## src/rtl/mux_ctl_pkg.sv

```systemverilog
// Shared types and constants for the clocked control-token generator
// that feeds the two-input handshake mux.
package mux_ctl_pkg;

  typedef enum logic [1:0] {
    IDLE    = 2'd0,
    ASSERT  = 2'd1,
    RELEASE = 2'd2
  } state_t;

  localparam logic SEL_A = 1'b0;
  localparam logic SEL_B = 1'b1;

  // Occupancy needs one bit more than the pointers so "full" is representable.
  function automatic int lvl_w(input int depth);
    return $clog2(depth) + 1;
  endfunction

endpackage

```

## src/rtl/sync_ff.sv

```systemverilog
// Reset-to-zero flop chain used to bring the mux's asynchronous
// acknowledge into the clk domain.
module sync_ff #(
  parameter int STAGES = 2
) (
  input  logic clk,
  input  logic rst,
  input  logic d,
  output logic q
);

  logic [STAGES-1:0] r_chain;

  always_ff @(posedge clk or negedge rst) begin
    if (!rst) r_chain <= '0;
    else      r_chain <= {r_chain[STAGES-2:0], d};
  end

  assign q = r_chain[STAGES-1];

endmodule

```

## src/rtl/mux_ctl_gen.sv

```systemverilog
// Buffers select tokens and issues each one as a dual-rail, four-phase
// control token on ctl_a/ctl_b, completing against the mux's actl_i.
//
// state   | meaning
// IDLE    | rails low, waiting for a buffered select
// ASSERT  | one rail high, waiting for synchronized ack to rise
// RELEASE | rails low, waiting for synchronized ack to fall
module mux_ctl_gen
  import mux_ctl_pkg::*;
#(
  parameter int DEPTH       = 4,
  parameter int SYNC_STAGES = 2,
  parameter int CNT_W       = 16
) (
  input  logic                     clk,
  input  logic                     rst,
  input  logic                     s_valid,
  output logic                     s_ready,
  input  logic                     s_sel,
  output logic                     ctl_a,
  output logic                     ctl_b,
  input  logic                     actl_i,
  output logic                     busy,
  output logic [$clog2(DEPTH):0]   level,
  output logic [CNT_W-1:0]         tok_cnt,
  output logic                     proto_err
);

  localparam int PTR_W = $clog2(DEPTH);
  localparam int LVL_W = lvl_w(DEPTH);

  logic [DEPTH-1:0] r_mem;
  logic [PTR_W-1:0] r_wr_ptr;
  logic [PTR_W-1:0] r_rd_ptr;
  logic [LVL_W-1:0] r_level;
  state_t           r_state;

  logic w_ack_s;
  logic w_push;
  logic w_pop;
  logic w_empty;
  logic w_head;

  sync_ff #(.STAGES(SYNC_STAGES)) u_ack_sync (
    .clk (clk),
    .rst (rst),
    .d   (actl_i),
    .q   (w_ack_s)
  );

  assign s_ready = (r_level < LVL_W'(DEPTH));
  assign w_empty = (r_level == '0);
  assign w_push  = s_valid && s_ready;
  assign w_head  = r_mem[r_rd_ptr];
  // Gating on ack_s keeps a rail from rising while the mux still acknowledges.
  assign w_pop   = !w_empty && !w_ack_s && ((r_state == IDLE) || (r_state == RELEASE));

  always_ff @(posedge clk or negedge rst) begin
    if (!rst) begin
      r_mem    <= '0;
      r_wr_ptr <= '0;
      r_rd_ptr <= '0;
      r_level  <= '0;
    end else begin
      if (w_push) begin
        r_mem[r_wr_ptr] <= s_sel;
        r_wr_ptr        <= r_wr_ptr + PTR_W'(1);
      end
      if (w_pop) r_rd_ptr <= r_rd_ptr + PTR_W'(1);
      case ({w_push, w_pop})
        2'b10:   r_level <= r_level + LVL_W'(1);
        2'b01:   r_level <= r_level - LVL_W'(1);
        default: r_level <= r_level;
      endcase
    end
  end

  always_ff @(posedge clk or negedge rst) begin
    if (!rst) begin
      r_state   <= IDLE;
      ctl_a     <= 1'b0;
      ctl_b     <= 1'b0;
      tok_cnt   <= '0;
      proto_err <= 1'b0;
    end else begin
      case (r_state)
        IDLE: begin
          ctl_a <= 1'b0;
          ctl_b <= 1'b0;
          if (w_ack_s) proto_err <= 1'b1;
          if (w_pop) begin
            ctl_a   <= (w_head == SEL_A);
            ctl_b   <= (w_head == SEL_B);
            r_state <= ASSERT;
          end
        end
        ASSERT: begin
          if (w_ack_s) begin
            ctl_a   <= 1'b0;
            ctl_b   <= 1'b0;
            r_state <= RELEASE;
          end
        end
        RELEASE: begin
          ctl_a <= 1'b0;
          ctl_b <= 1'b0;
          if (!w_ack_s) begin
            tok_cnt <= tok_cnt + CNT_W'(1);
            if (w_pop) begin
              ctl_a   <= (w_head == SEL_A);
              ctl_b   <= (w_head == SEL_B);
              r_state <= ASSERT;
            end else begin
              r_state <= IDLE;
            end
          end
        end
        default: begin
          ctl_a   <= 1'b0;
          ctl_b   <= 1'b0;
          r_state <= IDLE;
        end
      endcase
    end
  end

  assign busy  = (r_state != IDLE) || !w_empty;
  assign level = r_level;

endmodule

```

## config.mk

```make
export PLATFORM = sky130hd
export DESIGN_NAME = mux_ctl_gen
export DESIGN_NICKNAME = d
export VERILOG_FILES = /design/src/rtl/mux_ctl_pkg.sv /design/src/rtl/sync_ff.sv /design/src/rtl/mux_ctl_gen.sv
export SDC_FILE = /design/constraint.sdc
export NUM_CORES = 1
export LEC_CHECK = 0
export CORE_ASPECT_RATIO = 0.75
export CORE_MARGIN = 5
export CORE_UTILIZATION = 51
export CTS_CLUSTER_DIAMETER = 200
export DETAILED_ROUTE_END_ITERATION = 12
export PLACE_DENSITY = 0.88
export SLEW_MARGIN = 10
export SYNTH_ARGS = -nofsm -noshare
export SYNTH_HDL_FRONTEND = slang
export SYNTH_SLANG_ARGS = --single-unit
```

## constraint.sdc

```tcl
create_clock -name clk -period 2.3 [get_ports clk]
set_input_delay 0.575 -clock clk [delete_from_list [all_inputs] [get_ports clk]]
set_output_delay 0.575 -clock clk [all_outputs]
set_load 0.02 [all_outputs]
```

==> summary.txt, run 1 <==
Placed design
  • # placed instances: 192
  • Dpl hpwl: around 2300 microns
  • Placed instance area: roughly 1900 sq um
  • GPL Wtd Cong: 0.774
  • IO buf count: 28
  • Pre-CTS setup slack: -0.0248 ns

Critical path
  • CP Max Fanout: 4
  • Crit-path slowest cell: clkdlybuf4s50_1
  • CP Capture Type: output port
  • Worst setup SP type: flop
  • CP top delay family: buffers and inverters
  • Worst stage delay on the critical path: 0.54 ns
  • Req. time, crit path: 1.73 ns
  • CP Buf/Inv Count: 1
  • Setup CP Type: flop to output port
  • Crit path DAT: 1.57 ns
  • CP cell instances: nor3_1 -> nand2_1 -> clkdlybuf4s50_1

Floorplan
  • Total die area: 4210 sq um
  • Die Wd: around 73 microns
  • Boundary Pins: 29
  • Die Span Y: 57.5 microns
  • Area of the core: 2910 sq um
  • Starting Density: 52.6%
  • Site Rows: 17

Timing
  • RSZ-0062 raised after global routing: no
  • Fin Hold WS: between 0.3 and 0.4 ns
  • Minimum clock period: 2.15 ns
  • Period utilization: 93.4%
  • Slew Limit Fails: 0
  • Slew HR: 60.3%
  • Fmax: ~470 MHz
  • Least-Margin Pin Slew: 0.594 ns
  • Final setup viols: 0
  • Hold Vio Cnt, Final: 0
  • Final setup TNS: 0 ns
  • Post-route setup slack: 0.152 ns
  • Clock skew: 0.0130 ns

Yosys
  • Synth Area per Inst: 12.4 sq um
  • Post-synth ARST share: 100%
  • Post-Syn Area: ~1500 sq um
  • Top cells by count, synth: dfrtp_1 (34), nand2_1 (16), xnor2_1 (13)
  • Post-synth top flop: dfrtp_1
  • Sequential area share after synthesis: 55.5%
  • Yosys cell types: 27
  • Area leader, netlist: dfrtp_1
  • Post-synth EDFFs: 0
  • Yosys reg bits: 34
  • Post-Synthesis Cells: 124
  • Yosys top cell area share: 55.5%
  • Mapped Nets: 136
  • Synth area leaders: dfrtp_1 (56%), xnor2_1 (7.4%), xor2_1 (5.1%)
  • Synth warn: 0
  • Most frequent cell after synthesis: dfrtp_1

Routing
  • Post-route ant nets: 0
  • Drt total wl: 3040 microns
  • Vias post-DR: 1,023
  • Remaining DRCs: 0
  • Initial detailed-routing violation count: 33
  • Drt wl/cell: 15.2 microns
  • Number of vias per cell: 5.12
  • Pre-antenna DRT Iters: 4

Run status
  • Status: complete, no violations

Run
  • Max Cap Viol: 0

Clocking
  • Clock buffer count from CTS: 5
  • CTS tree: done
  • Worst skew pair latency: approximately 0.3 ns
  • Clock sink count: 34
  • Setup bufs post-CTS: 0
  • Htree depth: 2
  • Worst-case clock buffer depth: 2
  • Clk root buf: clkbuf_8
  • Post-CTS sizing: 0
  • Clock transition at path regs: 0.07 ns
  • Hold buffers post-CTS: 0

Cells and area
  • Antenna diode count: 0
  • # fillers: between 150 and 200
  • Finished layout cell area: about 2000 sq um
  • Fin cells: 200
  • Area growth from synthesis to layout: 30.0%
  • Share of cells above drive strength 1: between 10% and 20%
  • Nets: 173
  • Core Util, Final: 68.4%

Pwr
  • Power Dens Cells: 1180 nW/um^2
  • Maximum VDD drop: 0.695 mV
  • Leak: 0.898 nW
  • Power Total: between 2 and 2.5 mW

GRT
  • Vias in the first global route: ~1,100
  • GRT Util Overall: 16.9%
  • Overflow after GRT: 0
  • Global-route wire length before repair: 5190 microns
  • Pin count of the biggest net entering global routing: 35
  • Initial antenna violation count: 0

Min path
  • Hold crit path type: flop to flop
## cells by family (layout without fill, tap and decap cells)
| group | after synthesis | count (layout) | share of synthesized area (%) |
|---|---|---|---|
| XOR/XNOR | 22 | 22 | 12.6 |
| buffers and inverters | 9 | 47 | 2.20 |
| adder cells (fa/ha/maj) | 7 | 7 | 6.20 |
| AO/OA/AOI/OAI | 4 | 4 | 1.71 |
| AND/OR/NAND/NOR | 41 | 41 | 16.0 |
| multiplexers | 7 | 7 | 5.80 |
| flip-flops | 34 | 34 | 55.5 |
## cell usage in the layout, fill, tap and decap left out, types with 5 or more instances in the layout
cell | Yosys | routed
clkbuf_8 | 0 | 5
clkdlybuf4s50_1 | 0 | 28
dfrtp_1 | 34 | 34
ha_1 | 6 | 6
inv_1 | 8 | 8
mux2_2 | 5 | 5
nand2_1 | 16 | 16
nand3_1 | 5 | 5
xnor2_1 | 13 | 13
xor2_1 | 9 | 9
## final timing paths
path                                                  from                              end  slack, ns  cells after the start
max                                   level[2]$_DFFE_PN0P_                             busy       0.15                      3
min in group asynchronous                              rst           tok_cnt[3]$_DFFE_PN0P_       0.68                      2
max reg2reg                         r_state[0]$_DFFE_PN0P_             level[2]$_DFFE_PN0P_       0.38                      7
max in group asynchronous                              rst             level[2]$_DFFE_PN0P_       1.31                      2
min reg2reg                u_ack_sync.r_chain[0]$_DFF_PN0_  u_ack_sync.r_chain[1]$_DFF_PN0_       0.37                      0
min                        u_ack_sync.r_chain[0]$_DFF_PN0_  u_ack_sync.r_chain[1]$_DFF_PN0_       0.37                      0
## power breakdown
part           switching, mW  internal [mW]
clock                  0.230          0.322
combinational          0.405          0.440
sequential             0.182          0.772
## flip-flops by register name (all words and copies together), names as in the netlist
signal	cells
r_state	2
level	3
proto_err	1
r_wr_ptr	2
ctl_b	1
r_rd_ptr	2
ctl_a	1
r_mem	4
tok_cnt	16
u_ack_sync.r_chain	2
## layout make-up
cell class | count | area [sq um] | share of cell area, %
flip-flops and latches | 34 | 851 | 42.7
multi-input cells | 81 | 648 | 32.5
repair buffers | 31 | 303 | 15.2
clock buffers | 5 | 68.8 | 3.45
well taps | 38 | 47.5 | 2.39
clock inverters | 3 | 45.0 | 2.26
inverters | 8 | 30.0 | 1.51
## layer usage
layer / vias to the layer above / part of all wire (%) / global-route usage, %
li1: 483 / - / -
met1: 511 / 40 / 18.2
met2: 23 / 53 / 29.2
met3: 6 / 4.8 / 6.51
met4: 0 / 2.2 / 8.01
met5: - / 0 / 0
## worst register-to-register path, delay by kind of cell, from the launching register on
family	cells	cell delay, ns
simple gates	2	0.44
xor+xnor	2	0.29
flops	1	0.44
buf+inv	1	0.06
fa+ha+maj	2	0.62
(Power assumes the default switching activity.)
==> run 2, diff against run 1 <==
CORE_MARGIN = 4   (was 5)
==> run 2 against run 1 <==
Effect of this change: critical path depth unchanged; clock skew decreased by 0.0093 ns; maximum frequency increased by 0.28%; power decreased by 5.4%; hold slack got worse by 0.018 ns; critical path type unchanged; critical endpoint unchanged.
==> summary.txt, run 2 (synthesis gave the netlist of run 1 again) <==
Cells and area
  • Area growth from synthesis to layout: 29.0%
  • Commonest non-fill, non-tap cell in the layout: dfrtp_1
  • Nets: 173 (unchanged)
  • Biggest register: tok_cnt
  • Antenna diode count: 0 (unchanged)
  • Fin cells: 198 (-1.0%)
  • # fillers: 165 (-12%)
  • Commonest cells after routing, fill and taps aside: dfrtp_1 (34), clkdlybuf4s50_1 (28), nand2_1 (16), xnor2_1 (13), xor2_1 (9)
  • Share of cells above drive strength 1: 14.2% (+0.62 points)
  • Max reg flops: 16 (unchanged)

Routing
  • Vias post-DR: 969 (-5.3%)
  • Remaining DRCs: 0 (unchanged)
  • Number of vias per cell: 4.89 (-4.3%)
  • Drt total wl: 2660 microns (-12%)
  • Drt wl/cell: 13.4 microns (-11%)
  • Post-route ant nets: 0 (unchanged)
  • Pre-antenna DRT Iters: 4 (unchanged)
  • Initial detailed-routing violation count: 37 (+12%)

Clocking
  • Clock sink count: 34 (unchanged)
  • Clock transition at path regs: 0.07 ns (about the same)
  • Post-CTS sizing: 0 (unchanged)
  • Hold buffers post-CTS: 0 (unchanged)
  • Setup bufs post-CTS: 0 (unchanged)
  • CTS tree: done
  • Htree depth: 2 (unchanged)
  • Clk root buf: clkbuf_8
  • Clock buffer count from CTS: 5 (unchanged)
  • Worst-case clock buffer depth: 2 (unchanged)
  • Worst skew pair latency: 0.29 ns (about the same)

GRT
  • Overflow after GRT: 0 (unchanged)
  • Pin count of the biggest net entering global routing: 35 (unchanged)
  • Initial antenna violation count: 0 (unchanged)
  • Global-route wire length before repair: 4720 microns (-9.0%)
  • Vias in the first global route: 984 (-8.4%)
  • GRT Util Overall: 15.6% (-1.3 points)

Timing
  • Slew Limit Fails: 0 (unchanged)
  • RSZ-0062 raised after global routing: no
  • Fmax: 467 MHz (+0.28%)
  • Final setup viols: 0 (unchanged)
  • Minimum clock period: 2.14 ns (-0.00589 ns)
  • Period utilization: 93.1% (-0.26 points)
  • Fin Hold WS: 0.349 ns (-0.0178 ns)
  • Final setup TNS: 0 ns (unchanged)
  • Slew HR: 65.0% (+4.7 points)
  • Clock skew: 0.00370 ns (-0.00927 ns)
  • Post-route setup slack: 0.158 ns (+0.00589 ns)
  • Least-Margin Pin Slew: 0.524 ns (-0.0699 ns)
  • Hold Vio Cnt, Final: 0 (unchanged)

Critical path
  • Crit-path slowest cell: clkdlybuf4s50_1
  • Worst stage delay on the critical path: 0.54 ns (about the same)
  • Worst setup SP type: flop
  • Req. time, crit path: 1.73 ns (about the same)
  • CP Capture Type: output port
  • CP Buf/Inv Count: 1 (unchanged)
  • CP cell instances: nor3_2 -> nand2_1 -> clkdlybuf4s50_1
  • CP Max Fanout: 4 (unchanged)
  • Crit path DAT: 1.57 ns (about the same)
  • CP top delay family: buffers and inverters
  • Setup CP Type: flop to output port

Floorplan
  • Starting Density: 55.9% (+3.3 points)
  • Site Rows: 16 (-1)
  • Boundary Pins: 29 (unchanged)
  • Die Wd: 71.3 microns (-2.7%)
  • Total die area: 3960 sq um (-6.1%)
  • Area of the core: 2740 sq um (-5.9%)
  • Die Span Y: 55.5 microns (-3.5%)

Placed design
  • IO buf count: 28 (unchanged)
  • # placed instances: 190 (-1.0%)
  • Pre-CTS setup slack: 0.0326 ns (+0.0574 ns)
  • Dpl hpwl: 1970 microns (-13%)
  • GPL Wtd Cong: 0.765 (-1.2%)

Run
  • Max Cap Viol: 0 (unchanged)

Pwr
  • Net Sw Power: 0.774 mW (-5.2%)
  • Power Dens Cells: 1120 nW/um^2 (-4.7%)
  • Leak: 0.896 nW (-0.24%)
  • Reg power frac: 42.5% (+1.9 points)
  • Clock share of power: 20.4% (-3.1 points)
  • Power Total: 2.22 mW (-5.4%)
  • Maximum VDD drop: 0.753 mV (+8.4%)
  • Switching fraction of total power: 34.8% (+0.089 points)
  • Internal power: 1.45 mW (-5.6%)
  • Gate power share: 37.1% (+1.1 points)

Min path
  • Hold crit path type: flop to flop

Run status
  • Status: complete, no violations
-- run 2: cell types whose count changed in the layout (fill, tap and decap cells not counted) --
cell and delta:
clkbuf_8 +1, bufinv_16 -1, clkinv_2 +1, nor3_2 +1, clkinvlp_4 -1, nor3_1 -1
-- run 2: area by class of cell --
| class | instances | area [sq um] | area share (%) |
|---|---|---|---|
| clock buffers | 6 | 82.6 | 4.18 |
| repair buffers | 31 | 303 | 15.3 |
| flip-flops and latches | 34 | 851 | 43.0 |
| well taps | 36 | 45.0 | 2.28 |
| multi-input cells | 81 | 653 | 33.0 |
| inverters | 8 | 30.0 | 1.52 |
| clock inverters | 2 | 12.5 | 0.633 |
-- run 2: path summary, 6_finish.rpt --
kind                                                 startpoint                              end  slack [ns]  cells after the start
worst max-delay path                       level[2]$_DFFE_PN0P_                             busy        0.16                      3
worst min-delay path            u_ack_sync.r_chain[0]$_DFF_PN0_  u_ack_sync.r_chain[1]$_DFF_PN0_        0.35                      0
worst max register to register             level[0]$_DFFE_PN0P_             level[2]$_DFFE_PN0P_        0.40                      8
worst min register to register  u_ack_sync.r_chain[0]$_DFF_PN0_  u_ack_sync.r_chain[1]$_DFF_PN0_        0.35                      0
max in group asynchronous                                   rst           tok_cnt[5]$_DFFE_PN0P_        1.29                      2
min in group asynchronous                                   rst             r_mem[3]$_DFFE_PN0P_        0.71                      2
-- run 2: per-stage QoR --
step           area (sq um)  utilization (%)
2_1_floorplan          1530                -
3_5_place_dp           1880             68.4
6_report               1980             72.1
4_1_cts                1970             71.9
3_3_place_gp           1880             68.4
5_1_grt                1980             72.1
-- run 2: metal layers --
metal	routed length, microns	up-vias	GRT usage (%)
met1	1270	460	20.9
met2	1210	21	22.5
met3	119	7	5.62
met4	60	0	7.24
met5	0	-	0
li1	-	481	-
-- run 2: power groups by stage --
stage	clock [mW]	sequential, mW	combinational, mW
after floorplan	0	1.01	0.450
after CTS	0.470	0.940	0.837
after detailed placement	0	0.946	0.837
final	0.453	0.944	0.826
after global routing	0.500	0.976	0.904
after global placement	0	0.939	0.799
==> run 3, diff against run 2 <==
GPL_TIMING_DRIVEN = 0   (was default)
==> run 3 against run 2 <==
Effect of this change: setup slack worse by 0.021 ns; cell area shrank 1.6%; maximum frequency shrank 0.97%; core utilization decreased by 1.2 points; combinational power grew 0.8%; sequential cell count unchanged; clock power down 5.7%; critical path depth unchanged; critical endpoint unchanged; power decreased by 0.25%.
==> summary.txt, run 3 (synthesis gave the netlist of run 1 again) <==
Critical path
  • Crit path DAT: 1.59 ns (+0.02 ns)
  • Reg2Reg Setup Slack: 0.24 ns (-0.16 ns)
  • CP Max Fanout: 4 (unchanged)
  • Req. time, crit path: 1.73 ns (about the same)
  • CP top delay family: buffers and inverters
  • CP cell instances: nor3_2 -> nand2_1 -> clkdlybuf4s50_1
  • CP Capture Type: output port
  • Setup CP Type: flop to output port
  • Reg2reg end: level[2]$_DFFE_PN0P_
  • CP Buf/Inv Count: 1 (unchanged)
  • Worst setup SP type: flop
  • RR Startpoint: r_state[0]$_DFFE_PN0P_
  • R2R cell count: 7 (-1)
  • Worst stage delay on the critical path: 0.54 ns (about the same)
  • Crit-path slowest cell: clkdlybuf4s50_1

Min path
  • Hold crit path type: primary input to asynchronous set/reset pin

Placed design
  • GPL Wtd Cong: 0.786 (+2.8%)
  • IO buf count: 28 (unchanged)
  • Dpl hpwl: 2110 microns (+6.8%)
  • # placed instances: 188 (-1.1%)

Cells and area
  • Fin cells: 193 (-2.5%)
  • # fillers: 167 (+1.2%)
  • Biggest register: tok_cnt
  • Max reg flops: 16 (unchanged)
  • Nets: 170 (-1.7%)
  • Commonest non-fill, non-tap cell in the layout: dfrtp_1
  • Area growth from synthesis to layout: 26.9%
  • Share of cells above drive strength 1: 13.4% (-0.82 points)
  • Antenna diode count: 0 (unchanged)
  • Commonest cells after routing, fill and taps aside: dfrtp_1 (34), clkdlybuf4s50_1 (27), nand2_1 (16), xnor2_1 (13), xor2_1 (9)

Pwr
  • Leak: 0.878 nW (-1.9%)
  • Net Sw Power: 0.787 mW (+1.6%)
  • Reg power frac: 43.1% (+0.6 points)
  • Clock share of power: 19.3% (-1.1 points)
  • Gate power share: 37.6% (+0.5 points)
  • Internal power: 1.43 mW (-1.3%)
  • Power Dens Cells: 1140 nW/um^2 (+1.4%)
  • Maximum VDD drop: 0.670 mV (-11%)
  • Switching fraction of total power: 35.5% (+0.66 points)

Routing
  • Number of vias per cell: 5.08 (+3.9%)
  • Drt total wl: 2810 microns (+5.6%)
  • Pre-antenna DRT Iters: 5 (+1)
  • Vias post-DR: 981 (+1.2%)
  • Remaining DRCs: 0 (unchanged)
  • Initial detailed-routing violation count: 86 (+130%)
  • Post-route ant nets: 0 (unchanged)
  • Drt wl/cell: 14.6 microns (+8.3%)

Timing
  • Slew HR: 51.2% (-14 points)
  • Fmax: 462 MHz (-0.97%)
  • Fin Hold WS: 0.347 ns (-0.00204 ns)
  • Clock skew: 0.00322 ns (-0.000477 ns)
  • RSZ-0062 raised after global routing: no
  • Slew Limit Fails: 0 (unchanged)
  • Period utilization: 94.0% (+0.92 points)
  • Least-Margin Pin Slew: 0.732 ns (+0.208 ns)
  • Final setup TNS: 0 ns (unchanged)
  • Hold Vio Cnt, Final: 0 (unchanged)
  • Minimum clock period: 2.16 ns (+0.0211 ns)
  • Final setup viols: 0 (unchanged)

Clocking
  • Clock buffer count from CTS: 5 (unchanged)
  • Htree depth: 2 (unchanged)
  • Worst-case clock buffer depth: 2 (unchanged)
  • Clock sink count: 34 (unchanged)
  • Clock transition at path regs: 0.06 ns (about the same)
  • CTS tree: done
  • Worst skew pair latency: 0.29 ns (about the same)
  • Clk root buf: clkbuf_8

GRT
  • Global-route wire length before repair: 4890 microns (+3.5%)
  • Vias in the first global route: 1,062 (+7.9%)
  • Overflow after GRT: 0 (unchanged)
  • Initial antenna violation count: 0 (unchanged)
  • Pin count of the biggest net entering global routing: 35 (unchanged)
  • GRT Util Overall: 16.2% (+0.59 points)

Floorplan
  • Starting Density: 55.9% (unchanged)
  • Die Span Y: 55.5 microns (unchanged)
  • Die Wd: 71.3 microns (unchanged)
  • Boundary Pins: 29 (unchanged)
  • Site Rows: 16 (unchanged)
  • Total die area: 3960 sq um (unchanged)
  • Area of the core: 2740 sq um (unchanged)

Run status
  • Status: complete, no violations

Run
  • Max Cap Viol: 0 (unchanged)
run 3: cell types whose count changed in the layout (fill, tap and decap cells not counted):
| cell | change |
|---|---|
| buf_4 | -3 |
| clkdlybuf4s50_1 | -1 |
| nor3_1 | -1 |
| clkinvlp_4 | -1 |
| nor3_2 | +1 |
| buf_2 | +1 |
| clkinv_2 | -1 |
| nor2b_1 | -1 |
| nor2b_2 | +1 |
run 3: worst reg2reg max path, cell delays in order, from the launching register on:
cell     delay [ns]
dfrtp_1        0.44
nor3_2         0.43
ha_1           0.27
inv_1          0.07
fa_1           0.37
xor2_1         0.15
nor2_1         0.12
xnor2_1        0.13
run 3: final cells by class:
cell class	instances	area [sq um]	area share, %
flip-flops and latches	34	851	43.8
multi-input cells	81	661	34.0
repair buffers	28	275	14.2
clock buffers	6	82.6	4.25
well taps	36	45.0	2.32
inverters	8	30.0	1.54
run 3: worst max path at each step:
| stage | endpoint | slack, ns | depth (start not counted) | from |
|---|---|---|---|---|
| floorplan | level[2]$_DFFE_PN0P_ | 0.20 | 8 | level[0]$_DFFE_PN0P_ |
| global route | level[2]$_DFFE_PN0P_ | 0.04 | 7 | r_state[0]$_DFFE_PN0P_ |
| global placement | level[2]$_DFFE_PN0P_ | -0.12 | 10 | s_valid |
| detailed placement | level[2]$_DFFE_PN0P_ | -0.21 | 10 | s_valid |
| CTS | level[2]$_DFFE_PN0P_ | 0.01 | 8 | level[0]$_DFFE_PN0P_ |
| finish | busy | 0.14 | 3 | level[2]$_DFFE_PN0P_ |
run 3: power groups by stage:
stage / Clock [mW] / Combinational (mW) / Sequential, mW
2_1_floorplan: 0 / 0.450 / 1.01
3_3_place_gp: 0 / 0.786 / 0.938
3_5_place_dp: 0 / 0.840 / 0.954
4_1_cts: 0.441 / 0.840 / 0.948
5_1_grt: 0.465 / 0.913 / 0.983
6_report: 0.427 / 0.833 / 0.956
run 3: per-layer routing:
layer	GRT usage [%]	vias to the layer above	routed length, microns
li1	-	470	-
met1	18.4	480	1190
met2	26.6	24	1430
met3	3.44	7	96
met4	12.1	0	91
met5	0	-	0
run 3: stage by stage:
stage                     cell area [sq um]  total power, mW  util, %  worst slack, ns
after floorplan                        1530             1.46        -            0.200
after CTS                              1940             2.23     70.6           0.0116
after detailed placement               1850             1.79     67.6           -0.205
final                                  1940             2.22     70.9            0.137
after global placement                 1860             1.72     67.7           -0.125
after global routing                   1940             2.36     70.9           0.0404
run 3: timing repair:
action | 4_1_cts | 5_1_grt
resized for setup | 0 | 3
buffers inserted | 0 | 0
endpoints found under the hold margin | 0 | 0
hold buffers | 0 | 0
setup endpoints to repair | 0 | 2
